[config.mk]
export PLATFORM = sky130hd
export DESIGN_NAME = multicycle_ctrl
export DESIGN_NICKNAME = d
export VERILOG_FILES = /design/src/rtl/ctrl_pkg.sv /design/src/rtl/ctrl_decode.sv /design/src/rtl/multicycle_ctrl.sv
export SDC_FILE = /design/constraint.sdc
export NUM_CORES = 1
export LEC_CHECK = 0
export ABC_CLOCK_PERIOD_IN_PS = 3900
export BUFFER_PORTS_ARGS = -buffer_cell sky130_fd_sc_hd__buf_2
export CAP_MARGIN = 25
export CORE_UTILIZATION = 56
export DETAILED_ROUTE_END_ITERATION = 10
export PLACE_DENSITY_LB_ADDON = 0.3
export REMOVE_ABC_BUFFERS = 1
export SLEW_MARGIN = 15
export SYNTH_ARGS = -nofsm -noshare
export SYNTH_HDL_FRONTEND = slang
export SYNTH_SLANG_ARGS = --single-unit
export TNS_END_PERCENT = 30
[constraint.sdc]
create_clock -name clk -period 3.9 [get_ports clk]
set_input_delay 0.78 -clock clk [delete_from_list [all_inputs] [get_ports clk]]
set_output_delay 0.78 -clock clk [all_outputs]
set_load 0.03 [all_outputs]
[src/rtl/ctrl_pkg.sv]
// Shared encodings for the multicycle MIPS control unit:
// states, opcode/func fields, ALU codes, mux selects and instruction classes.
package ctrl_pkg;

  typedef enum logic [2:0] {
    S_IF  = 3'd0,
    S_ID  = 3'd1,
    S_EX  = 3'd2,
    S_MEM = 3'd3,
    S_WB  = 3'd4,
    S_ERR = 3'd5
  } state_t;

  localparam logic [5:0] OP_RTYPE = 6'h00;
  localparam logic [5:0] OP_J     = 6'h02;
  localparam logic [5:0] OP_JAL   = 6'h03;
  localparam logic [5:0] OP_BEQ   = 6'h04;
  localparam logic [5:0] OP_BNE   = 6'h05;
  localparam logic [5:0] OP_ADDIU = 6'h09;
  localparam logic [5:0] OP_ORI   = 6'h0D;
  localparam logic [5:0] OP_LUI   = 6'h0F;
  localparam logic [5:0] OP_LW    = 6'h23;
  localparam logic [5:0] OP_SW    = 6'h2B;

  localparam logic [5:0] F_SLL  = 6'h00;
  localparam logic [5:0] F_SRL  = 6'h02;
  localparam logic [5:0] F_JR   = 6'h08;
  localparam logic [5:0] F_ADDU = 6'h21;
  localparam logic [5:0] F_SUBU = 6'h23;
  localparam logic [5:0] F_AND  = 6'h24;
  localparam logic [5:0] F_OR   = 6'h25;
  localparam logic [5:0] F_SLT  = 6'h2A;

  typedef logic [3:0] alu_t;

  localparam alu_t ALU_ADD = 4'd0;
  localparam alu_t ALU_SUB = 4'd1;
  localparam alu_t ALU_AND = 4'd2;
  localparam alu_t ALU_OR  = 4'd3;
  localparam alu_t ALU_SLT = 4'd4;
  localparam alu_t ALU_SLL = 4'd5;
  localparam alu_t ALU_SRL = 4'd6;
  localparam alu_t ALU_LUI = 4'd7;

  localparam logic [1:0] PC_PLUS4  = 2'd0;
  localparam logic [1:0] PC_BRANCH = 2'd1;
  localparam logic [1:0] PC_JUMP   = 2'd2;
  localparam logic [1:0] PC_RS     = 2'd3;

  localparam logic [1:0] RD_RT   = 2'd0;
  localparam logic [1:0] RD_RD   = 2'd1;
  localparam logic [1:0] RD_LINK = 2'd2;

  localparam logic [1:0] WB_ALU = 2'd0;
  localparam logic [1:0] WB_MEM = 2'd1;
  localparam logic [1:0] WB_PC  = 2'd2;

  localparam logic [1:0] AS_RT   = 2'd0;
  localparam logic [1:0] AS_SEXT = 2'd1;
  localparam logic [1:0] AS_ZEXT = 2'd2;

  typedef enum logic [3:0] {
    C_NONE = 4'd0,
    C_RALU = 4'd1,
    C_JR   = 4'd2,
    C_IALU = 4'd3,
    C_LW   = 4'd4,
    C_SW   = 4'd5,
    C_BEQ  = 4'd6,
    C_BNE  = 4'd7,
    C_J    = 4'd8,
    C_JAL  = 4'd9,
    C_ILL  = 4'd10
  } cls_t;

endpackage

[src/rtl/ctrl_decode.sv]
// Combinational op/func decoder: instruction class, ALU code,
// ALU B-operand select and an undefined-instruction flag.
module ctrl_decode
  import ctrl_pkg::*;
(
  input  logic [5:0] op_i,
  input  logic [5:0] func_i,
  output cls_t       cls_o,
  output alu_t       alu_o,
  output logic [1:0] alu_src_o,
  output logic       illegal_o
);

  // Map the opcode (and func for R-type) onto a class and ALU setup
  always_comb begin
    cls_o     = C_ILL;
    alu_o     = ALU_ADD;
    alu_src_o = AS_RT;
    unique case (op_i)
      OP_RTYPE: begin
        unique case (func_i)
          F_ADDU: begin cls_o = C_RALU; alu_o = ALU_ADD; end
          F_SUBU: begin cls_o = C_RALU; alu_o = ALU_SUB; end
          F_AND:  begin cls_o = C_RALU; alu_o = ALU_AND; end
          F_OR:   begin cls_o = C_RALU; alu_o = ALU_OR;  end
          F_SLT:  begin cls_o = C_RALU; alu_o = ALU_SLT; end
          F_SLL:  begin cls_o = C_RALU; alu_o = ALU_SLL; end
          F_SRL:  begin cls_o = C_RALU; alu_o = ALU_SRL; end
          F_JR:   cls_o = C_JR;
          default: cls_o = C_ILL;
        endcase
      end
      OP_ADDIU: begin
        cls_o     = C_IALU;
        alu_src_o = AS_SEXT;
      end
      OP_ORI: begin
        cls_o     = C_IALU;
        alu_o     = ALU_OR;
        alu_src_o = AS_ZEXT;
      end
      OP_LUI: begin
        cls_o     = C_IALU;
        alu_o     = ALU_LUI;
        alu_src_o = AS_ZEXT;
      end
      OP_LW: begin
        cls_o     = C_LW;
        alu_src_o = AS_SEXT;
      end
      OP_SW: begin
        cls_o     = C_SW;
        alu_src_o = AS_SEXT;
      end
      OP_BEQ: begin
        cls_o = C_BEQ;
        alu_o = ALU_SUB;
      end
      OP_BNE: begin
        cls_o = C_BNE;
        alu_o = ALU_SUB;
      end
      OP_J:   cls_o = C_J;
      OP_JAL: cls_o = C_JAL;
      default: cls_o = C_ILL;
    endcase
  end

  assign illegal_o = (cls_o == C_ILL);

endmodule

[src/rtl/multicycle_ctrl.sv]
// Multicycle MIPS control FSM: sequences IF/ID/EX/MEM/WB over a
// shared datapath and one unified memory port with req/ready.
module multicycle_ctrl
  import ctrl_pkg::*;
#(
  parameter int ALUOP_W  = 4,
  parameter int LINK_REG = 31
) (
  input  logic               clk,
  input  logic               rst,
  input  logic [5:0]         op,
  input  logic [5:0]         func,
  input  logic               zero,
  input  logic               mem_ready,
  output logic               mem_req,
  output logic               mem_we,
  output logic               iord,
  output logic               pc_we,
  output logic [1:0]         pc_src,
  output logic               ir_we,
  output logic               reg_we,
  output logic [1:0]         reg_dst,
  output logic [1:0]         wb_sel,
  output logic [1:0]         alu_src,
  output logic [ALUOP_W-1:0] alu_op,
  output logic               illegal,
  output logic [2:0]         state
);

  if (LINK_REG < 1 || LINK_REG > 31) begin : g_link_chk
    $error("LINK_REG must name a register 1..31");
  end

  state_t     state_q, state_d;
  cls_t       cls_q, cls_d;
  alu_t       alu_q, alu_d;
  logic [1:0] asrc_q, asrc_d;
  logic       ill_q, ill_d;

  cls_t       dec_cls;
  alu_t       dec_alu;
  logic [1:0] dec_src;
  logic       dec_ill;
  alu_t       alu_sel;

  ctrl_decode u_dec (
    .op_i      (op),
    .func_i    (func),
    .cls_o     (dec_cls),
    .alu_o     (dec_alu),
    .alu_src_o (dec_src),
    .illegal_o (dec_ill)
  );

  // State and latched decode, cleared asynchronously by rst
  always_ff @(posedge clk or posedge rst) begin
    if (rst) begin
      state_q <= S_IF;
      cls_q   <= C_NONE;
      alu_q   <= ALU_ADD;
      asrc_q  <= AS_RT;
      ill_q   <= 1'b0;
    end else begin
      state_q <= state_d;
      cls_q   <= cls_d;
      alu_q   <= alu_d;
      asrc_q  <= asrc_d;
      ill_q   <= ill_d;
    end
  end

  // Next state; decode is captured once in ID and held after
  always_comb begin
    state_d = state_q;
    cls_d   = cls_q;
    alu_d   = alu_q;
    asrc_d  = asrc_q;
    ill_d   = ill_q;
    unique case (state_q)
      S_IF: begin
        if (mem_ready) state_d = S_ID;
      end
      S_ID: begin
        cls_d  = dec_cls;
        alu_d  = dec_alu;
        asrc_d = dec_src;
        if (dec_ill) begin
          state_d = S_ERR;
          ill_d   = 1'b1;
        end else if (dec_cls == C_J || dec_cls == C_JAL) begin
          state_d = S_IF;
        end else begin
          state_d = S_EX;
        end
      end
      S_EX: begin
        unique case (cls_q)
          C_BEQ, C_BNE, C_JR: state_d = S_IF;
          C_LW, C_SW:         state_d = S_MEM;
          default:            state_d = S_WB;
        endcase
      end
      S_MEM: begin
        if (mem_ready) begin
          state_d = (cls_q == C_LW) ? S_WB : S_IF;
        end
      end
      S_WB:  state_d = S_IF;
      S_ERR: state_d = S_ERR;
      default: state_d = S_IF;
    endcase
  end

  // Datapath controls; everything forced idle while rst is high
  always_comb begin
    mem_req = 1'b0;
    mem_we  = 1'b0;
    iord    = 1'b0;
    pc_we   = 1'b0;
    pc_src  = PC_PLUS4;
    ir_we   = 1'b0;
    reg_we  = 1'b0;
    reg_dst = RD_RT;
    wb_sel  = WB_ALU;
    alu_src = AS_RT;
    alu_sel = ALU_ADD;
    if (!rst) begin
      unique case (state_q)
        S_IF: begin
          mem_req = 1'b1;
          if (mem_ready) begin
            ir_we = 1'b1;
            pc_we = 1'b1;
          end
        end
        S_ID: begin
          if (dec_cls == C_J || dec_cls == C_JAL) begin
            pc_we  = 1'b1;
            pc_src = PC_JUMP;
          end
          if (dec_cls == C_JAL) begin
            reg_we  = 1'b1;
            reg_dst = RD_LINK;
            wb_sel  = WB_PC;
          end
        end
        S_EX: begin
          alu_sel = alu_q;
          alu_src = asrc_q;
          unique case (cls_q)
            C_BEQ: begin
              pc_we  = zero;
              pc_src = PC_BRANCH;
            end
            C_BNE: begin
              pc_we  = !zero;
              pc_src = PC_BRANCH;
            end
            C_JR: begin
              pc_we  = 1'b1;
              pc_src = PC_RS;
            end
            default: ;
          endcase
        end
        S_MEM: begin
          mem_req = 1'b1;
          iord    = 1'b1;
          mem_we  = (cls_q == C_SW);
          alu_sel = alu_q;
          alu_src = asrc_q;
        end
        S_WB: begin
          reg_we  = 1'b1;
          reg_dst = (cls_q == C_RALU) ? RD_RD : RD_RT;
          wb_sel  = (cls_q == C_LW) ? WB_MEM : WB_ALU;
          alu_sel = alu_q;
          alu_src = asrc_q;
        end
        default: ;
      endcase
    end
  end

  assign alu_op  = ALUOP_W'(alu_sel);
  assign illegal = ill_q;
  assign state   = state_q;

endmodule

==> summary.md, run 1 <==
| Metric | Value |
|---|---|
| Die footprint | roughly 0.0027 mm² |
| Status | completed |
| TritonCTS buffer count | 3 |
| DR DRC count | 0 |
| GP Congestion | 0.876 |
| Cell variety after synth | 55 |
| Worst Setup Start Kind | input pin |
| Final WS setup | 0.884 ns |
| Setup-failing EPs final | 0 |
| Wire per inst | 14.2 µm |
| Diode count | 0 |
| Max-Cap Viols | 0 |
| Area growth, synth to finish | 9.87% |
| Final Hold Fails | 0 |
| R2R Path End | cls_q[3] |
| Worst Clk Skew | 0.00573 ns |
| Clock transition at path regs | roughly 0.070 ns |
| Pwr per Cell Area | 428 mW/mm² |
| DP HPWL | about 2600 µm |
| CTS Buffer Depth | 2 |
| Clk Latency, worst-skew pair | 0.28 ns |
| Final min period | 3.02 ns |
| Crit path capture type | primary output |
| EDFF count, synth | 0 |
| Worst Reg-to-Reg Cells | 5 |
| Mapped Cells | 177 |
| Initial drt markers | 66 |
| Vias per cell | 6.12 |
| Final wirelength | approximately 3300 µm |
| FF+latch count, synth | 13 |
| Crit path required time | 3.12 ns |
| Critical Path Max Stage Delay | 0.31 ns |
| GR Layer Usage met2 | 45.7% |
| Sequential area share after synthesis | 23.6% |
| CTS root buffer | clkbuf_4 |
| # rows | 17 |
| Mapped cell area | between 0.001 and 0.0015 mm² |
| Worst reg-to-reg setup slack | 2.03 ns |
| Place WS | 0.888 ns |
| Worst hold path type | reg2reg |
| Max VDD drop | 254 µV |
| Via count | 1,413 |
| CP endpoint | reg_dst[1] |
| Synth Flop Type | dfrtp_1 |
| CTS H-tree lvls | 1 |
| Die Y | a little over 50 µm |
| Async SR Flop Fraction | 100% |
| Global-route track usage on met3 | 2.63% |
| # hold bufs at CTS | 0 |
| Slew Limit Fails | 0 |
| Total global routing overflow | 0 |
| Detail Route Antenna Nets | 0 |
| Number of gates resized after CTS | 0 |
| Register area | 325 µm² |
| # IOs | 38 |
| Slowest-stage cell, CP | a211o_1 |
| Share of cells above drive strength 1 | 25.6% |
| GRT Util Overall | 26.9% |
| Vias in the first global route | around 1,200 |
| CP max FO | 10 |
| Warnings from Yosys | 0 |
| Crit-path most repeated cell | buf_2 |
| CTS sink count | 13 |
| Port bufs | 36 |
| Crit-path cells | buf_2, nand2b_1, a211o_1, a311oi_2, nor2_1, nor3_1, buf_2 |
| Worst R2R Start | state[0] |
| First-pass GRT wire length | 5490 µm |
| Initial Utilization | between 60% and 70% |
| Filler instances | 198 |
| Largest net degree at the start of global routing | 15 |
| Static leakage | about 0.68 nW |
| Critical Path Source | func[1] |
| Initial antenna violation count | 0 |
| Critical path class | in2out |
| Global route hottest layer | met2 |
| Drt first pass iters | 4 |
| Max Fclk | 332 MHz |
| Core footprint | 0.00228 mm² |
| CTS tree | built |
| Multi-input logic area | 912 µm² |
| Setup TNS Final | 0 ns |
| Layout Nets | 220 |
| Period utilization | 77.3% |
| Critical path data arrival time | 2.24 ns |
| Die Width | 51.7 µm |
| Postcts setup bufs | 0 |
| Final Util | 66.7% |
| GR Util met1 | between 30% and 40% |
| Mean Syn Cell Area | a little under 8 µm² |
| RSZ-0062 raised after global routing | no |
synthesized netlist by cell type (2+ instances only):
cell type	count	area, µm²
nand2_1	11	41.3
and3_1	3	18.8
nand3_1	9	45.0
clkbuf_1	3	11.3
inv_1	5	18.8
o21ai_0	8	40.0
nor3b_1	3	22.5
dfrtp_1	13	325
o21ai_1	4	20.0
and2_1	5	31.3
o211ai_1	3	22.5
a21oi_1	11	55.1
o22ai_1	2	12.5
buf_2	4	20.0
nand4_1	2	12.5
a31oi_1	2	12.5
nor4_1	2	12.5
o21a_1	7	52.6
nor2_1	17	63.8
nand2b_1	7	43.8
buf_6	6	67.6
nor2b_1	6	37.5
a21o_1	3	22.5
nor3_1	5	25.0
buf_4	3	22.5
or3_1	3	18.8
a211oi_1	2	15.0
routing by layer:
metal  up-vias  wire length [µm]
met3         6               168
met1       645              1510
met2        64              1560
met4         0                39
met5         -                 0
li1        698                 -
per-stage QoR:
| step | power [mW] | hold slack, ns | cells | area (µm²) |
|---|---|---|---|---|
| 2_1_floorplan | 0.455 | 0.435 | 161 | 1260 |
| 3_3_place_gp | 0.554 | 0.459 | 227 | 1490 |
| 3_5_place_dp | 0.569 | 0.460 | 227 | 1490 |
| 4_1_cts | 0.652 | 0.479 | 231 | 1520 |
| 5_1_grt | 0.703 | 0.501 | 231 | 1520 |
| 6_report | 0.650 | 0.474 | 231 | 1520 |
where the power goes:
| group | internal [mW] | switching, mW |
|---|---|---|
| combinational | 0.120 | 0.199 |
| clock | 0.0380 | 0.0437 |
| sequential | 0.179 | 0.0707 |
| total | 0.337 | 0.313 |
kinds of logic after synthesis:
| kind of cell | count (synthesis) | synth area share (%) |
|---|---|---|
| multiplexers | 2 | 1.54 |
| AO/OA/AOI/OAI | 55 | 27.9 |
| flip-flops | 13 | 23.6 |
| other | 1 | 0.271 |
| buffers and inverters | 22 | 10.4 |
| XOR/XNOR | 1 | 0.634 |
| AND/OR/NAND/NOR | 83 | 35.7 |
registers in the layout, indices dropped and copies added, names as in the netlist:
register  cells
cls_q         4
alu_q         3
state         3
asrc_q        2
illegal       1
area by class of cell:
class,instances,area share (%)
multi-input combinational,142,60.1
sequential,13,21.4
timing repair buffer,38,12.9
tap,28,2.31
clock buffer,3,1.48
inverter,6,1.48
clock inverter,1,0.330
critical path, delay by kind of cell:
kind                   cells  cell delay (ns)
AO/OA/AOI/OAI              2             0.57
buffers and inverters      2             0.39
AND/OR/NAND/NOR            3             0.50
placed cells by master (no fill, tap or decap), drive strengths merged, types with 6 or more instances in the layout:
| cell type | count |
|---|---|
| dfrtp | 13 |
| nand2 | 11 |
| nand3 | 9 |
| nor2 | 20 |
| nor2b | 6 |
| o21ai | 12 |
| o21a | 7 |
| a21oi | 11 |
| inv | 6 |
| nand2b | 7 |
| buf | 38 |
how the worst min path moves through the flow:
stage / start / endpoint / slack [ns] / cells after the start
after global routing: illegal / illegal / 0.50 / 1
final: asrc_q[1] / asrc_q[1] / 0.47 / 2
after detailed placement: asrc_q[0] / asrc_q[0] / 0.46 / 2
after CTS: asrc_q[0] / asrc_q[0] / 0.48 / 2
after global placement: illegal / illegal / 0.46 / 1
after floorplan: asrc_q[0] / asrc_q[0] / 0.43 / 2
(Power assumes the default switching activity.)
==> run 2: changes to the inputs <==
--- a/config.mk
+++ b/config.mk
@@ -5,10 +5,10 @@
 export SDC_FILE = /design/constraint.sdc
 export NUM_CORES = 1
 export LEC_CHECK = 0
-export ABC_CLOCK_PERIOD_IN_PS = 3900
+export ABC_CLOCK_PERIOD_IN_PS = 2540
 export BUFFER_PORTS_ARGS = -buffer_cell sky130_fd_sc_hd__buf_2
 export CAP_MARGIN = 25
-export CORE_UTILIZATION = 56
+export CORE_UTILIZATION = 47
 export DETAILED_ROUTE_END_ITERATION = 10
 export PLACE_DENSITY_LB_ADDON = 0.3
 export REMOVE_ABC_BUFFERS = 1
==> constraint.sdc (replaced) <==
create_clock -name clk -period 2.54 [get_ports clk]
set_input_delay 0.508 -clock clk [delete_from_list [all_inputs] [get_ports clk]]
set_output_delay 0.508 -clock clk [all_outputs]
set_load 0.03 [all_outputs]
==> summary.md, run 2 (synthesis results as in run 1) <==
| Metric | Value |
|---|---|
| Status | completed (unchanged) |
| Worst Reg-to-Reg Cells | 5 (unchanged) |
| Static leakage | 0.711 nW (was 0.684 nW) |
| Max reg flops | 4 (unchanged) |
| Pwr per Cell Area | 651 mW/mm² (was 428 mW/mm²) |
| Place WS | 0.0513 ns (was 0.888 ns) |
| Detail Route Antenna Nets | 0 (unchanged) |
| Commonest non-fill, non-tap cells in the layout | buf_2, nor2_1, dfrtp_1, a21oi_1, nand2_1 (unchanged) |
| CTS root buffer | clkbuf_4 (unchanged) |
| Max Fclk | 397 MHz |
| Diode count | 0 (unchanged) |
| CTS tree | built (unchanged) |
| # hold bufs at CTS | 0 (unchanged) |
| Via count | 1,473 (was 1,413) |
| Clk Latency, worst-skew pair | 0.28 ns (about the same) |
| Filler instances | 264 (was 198) |
| GRT Util Overall | 24.5% (was 26.9%) |
| Crit-path most repeated cell | buf_2 (unchanged) |
| DP HPWL | 2850 µm (was 2580 µm) |
| Most common cell after layout, fill and taps aside | buf_2 (unchanged) |
| GP Congestion | 0.864 (was 0.876) |
| Worst Setup Start Kind | input pin (unchanged) |
| RSZ-0062 raised after global routing | yes (was no) |
| Worst Clk Skew | 0.00378 ns (was 0.00573 ns) |
| Vias per cell | 6.14 (was 6.12) |
| Share of cells above drive strength 1 | 27.3% (was 25.6%) |
| Layout Nets | 226 (was 220) |
| CTS sink count | 13 (unchanged) |
| Max VDD drop | 511 µV (was 254 µV) |
| Core footprint | 0.00278 mm² (was 0.00228 mm²) |
| Setup TNS Final | 0 ns (unchanged) |
| Port bufs | 36 (unchanged) |
| Final wirelength | 3630 µm (was 3270 µm) |
| Worst hold path type | in2async (was reg2reg) |
| Vias in the first global route | 1,328 (was 1,213) |
| Crit path required time | 2.03 ns (was 3.12 ns) |
| Final Util | 56.3% (was 66.7%) |
| CTS H-tree lvls | 1 (unchanged) |
| Setup-failing EPs final | 0 (unchanged) |
| Period utilization | 99.1% |
| Wire per inst | 15.1 µm (was 14.2 µm) |
| Critical path data arrival time | 2.01 ns (was 2.24 ns) |
| Hold WS | 0.320 ns (was 0.474 ns) |
| Postcts setup bufs | 0 (unchanged) |
| Slew Limit Fails | 0 (unchanged) |
| Critical Path Max Stage Delay | 0.33 ns (was 0.31 ns) |
| Drt first pass iters | 4 (unchanged) |
| # rows | 19 (was 17) |
| Total global routing overflow | 0 (unchanged) |
| Top reg by flops | cls_q (unchanged) |
| Final Hold Fails | 0 (unchanged) |
| Die Width | 56.2 µm (was 51.7 µm) |
| Die footprint | 0.00316 mm² (was 0.00267 mm²) |
| Final min period | 2.52 ns |
| Crit-path cells | buf_2, nand2b_1, or2_1, a311oi_2, o21ai_1, a211oi_2, buf_2 (was buf_2, nand2b_1, a211o_1, a311oi_2, nor2_1, nor3_1, buf_2) |
| Die Y | 56.2 µm (was 51.7 µm) |
| Clock transition at path regs | 0.08 ns (was 0.07 ns) |
| Number of gates resized after CTS | 0 (unchanged) |
| CTS Buffer Depth | 2 (unchanged) |
| First-pass GRT wire length | 6150 µm (was 5490 µm) |
| TritonCTS buffer count | 3 (unchanged) |
| Final WS setup | 0.0235 ns (was 0.884 ns) |
| CP max FO | 11 (was 10) |
| Critical path class | in2out (unchanged) |
| Slowest-stage cell, CP | a311oi_2 (was a211o_1) |
| Largest net degree at the start of global routing | 14 (was 15) |
| Initial antenna violation count | 0 (unchanged) |
| Crit path capture type | primary output (unchanged) |
| DR DRC count | 0 (unchanged) |
| Initial drt markers | 65 (was 66) |
| # IOs | 38 (unchanged) |
| Area growth, synth to finish | 13.3% (was 9.87%) |
| Max-Cap Viols | 0 (unchanged) |
| Initial Utilization | 49.7% (was 60.7%) |
## run 2: cell count changes in the layout (fill, tap and decap cells not counted)
| cell | change |
|---|---|
| clkbuf_1 | +1 |
| clkinv_2 | -1 |
| buf_4 | +6 |
## run 2: final timing paths
check                          from       end  slack [ns]
setup / recovery            func[5]    reg_we        0.02
hold / removal                  rst  state[1]        0.32
setup reg to reg           state[0]  cls_q[3]        0.71
hold reg to reg             illegal   illegal        0.47
max in group asynchronous       rst  cls_q[3]        2.06
min in group clk            illegal   illegal        0.47
## run 2: metrics by stage
stage	instances	total power [mW]	cell area, µm²
finish	240	1.02	1570
global route	240	1.09	1570
CTS	240	1.02	1570
detailed placement	236	0.891	1540
global placement	236	0.872	1540
floorplan	161	0.699	1260
## run 2: where the power goes
| part | switching [mW] | leakage, nW | internal [mW] |
|---|---|---|---|
| Clock | 0.0673 | 0.0150 | 0.0609 |
| Combinational | 0.332 | 0.540 | 0.201 |
| Sequential | 0.0822 | 0.156 | 0.275 |
## run 2: final cells by class
type	instances	area, µm²	area share, %
well taps	31	38.8	2.48
repair buffers	44	240	15.3
inverters	6	22.5	1.44
flip-flops and latches	13	325	20.8
multi-input cells	142	912	58.3
clock buffers	4	26.3	1.68
## run 2: metal layers
metal / track usage [%] / up-vias / wire [µm]
li1: - / 717 / -
met1: 32.8 / 683 / 1560
met2: 40.6 / 66 / 1830
met3: 2.56 / 7 / 185
met4: 8.71 / 0 / 58
met5: 0 / - / 0
## run 2: worst max-delay path, delay by kind of cell
kind | cells | cell delay [ns]
AND/OR/NAND/NOR | 2 | 0.35
buffers and inverters | 2 | 0.42
AO/OA/AOI/OAI | 3 | 0.72
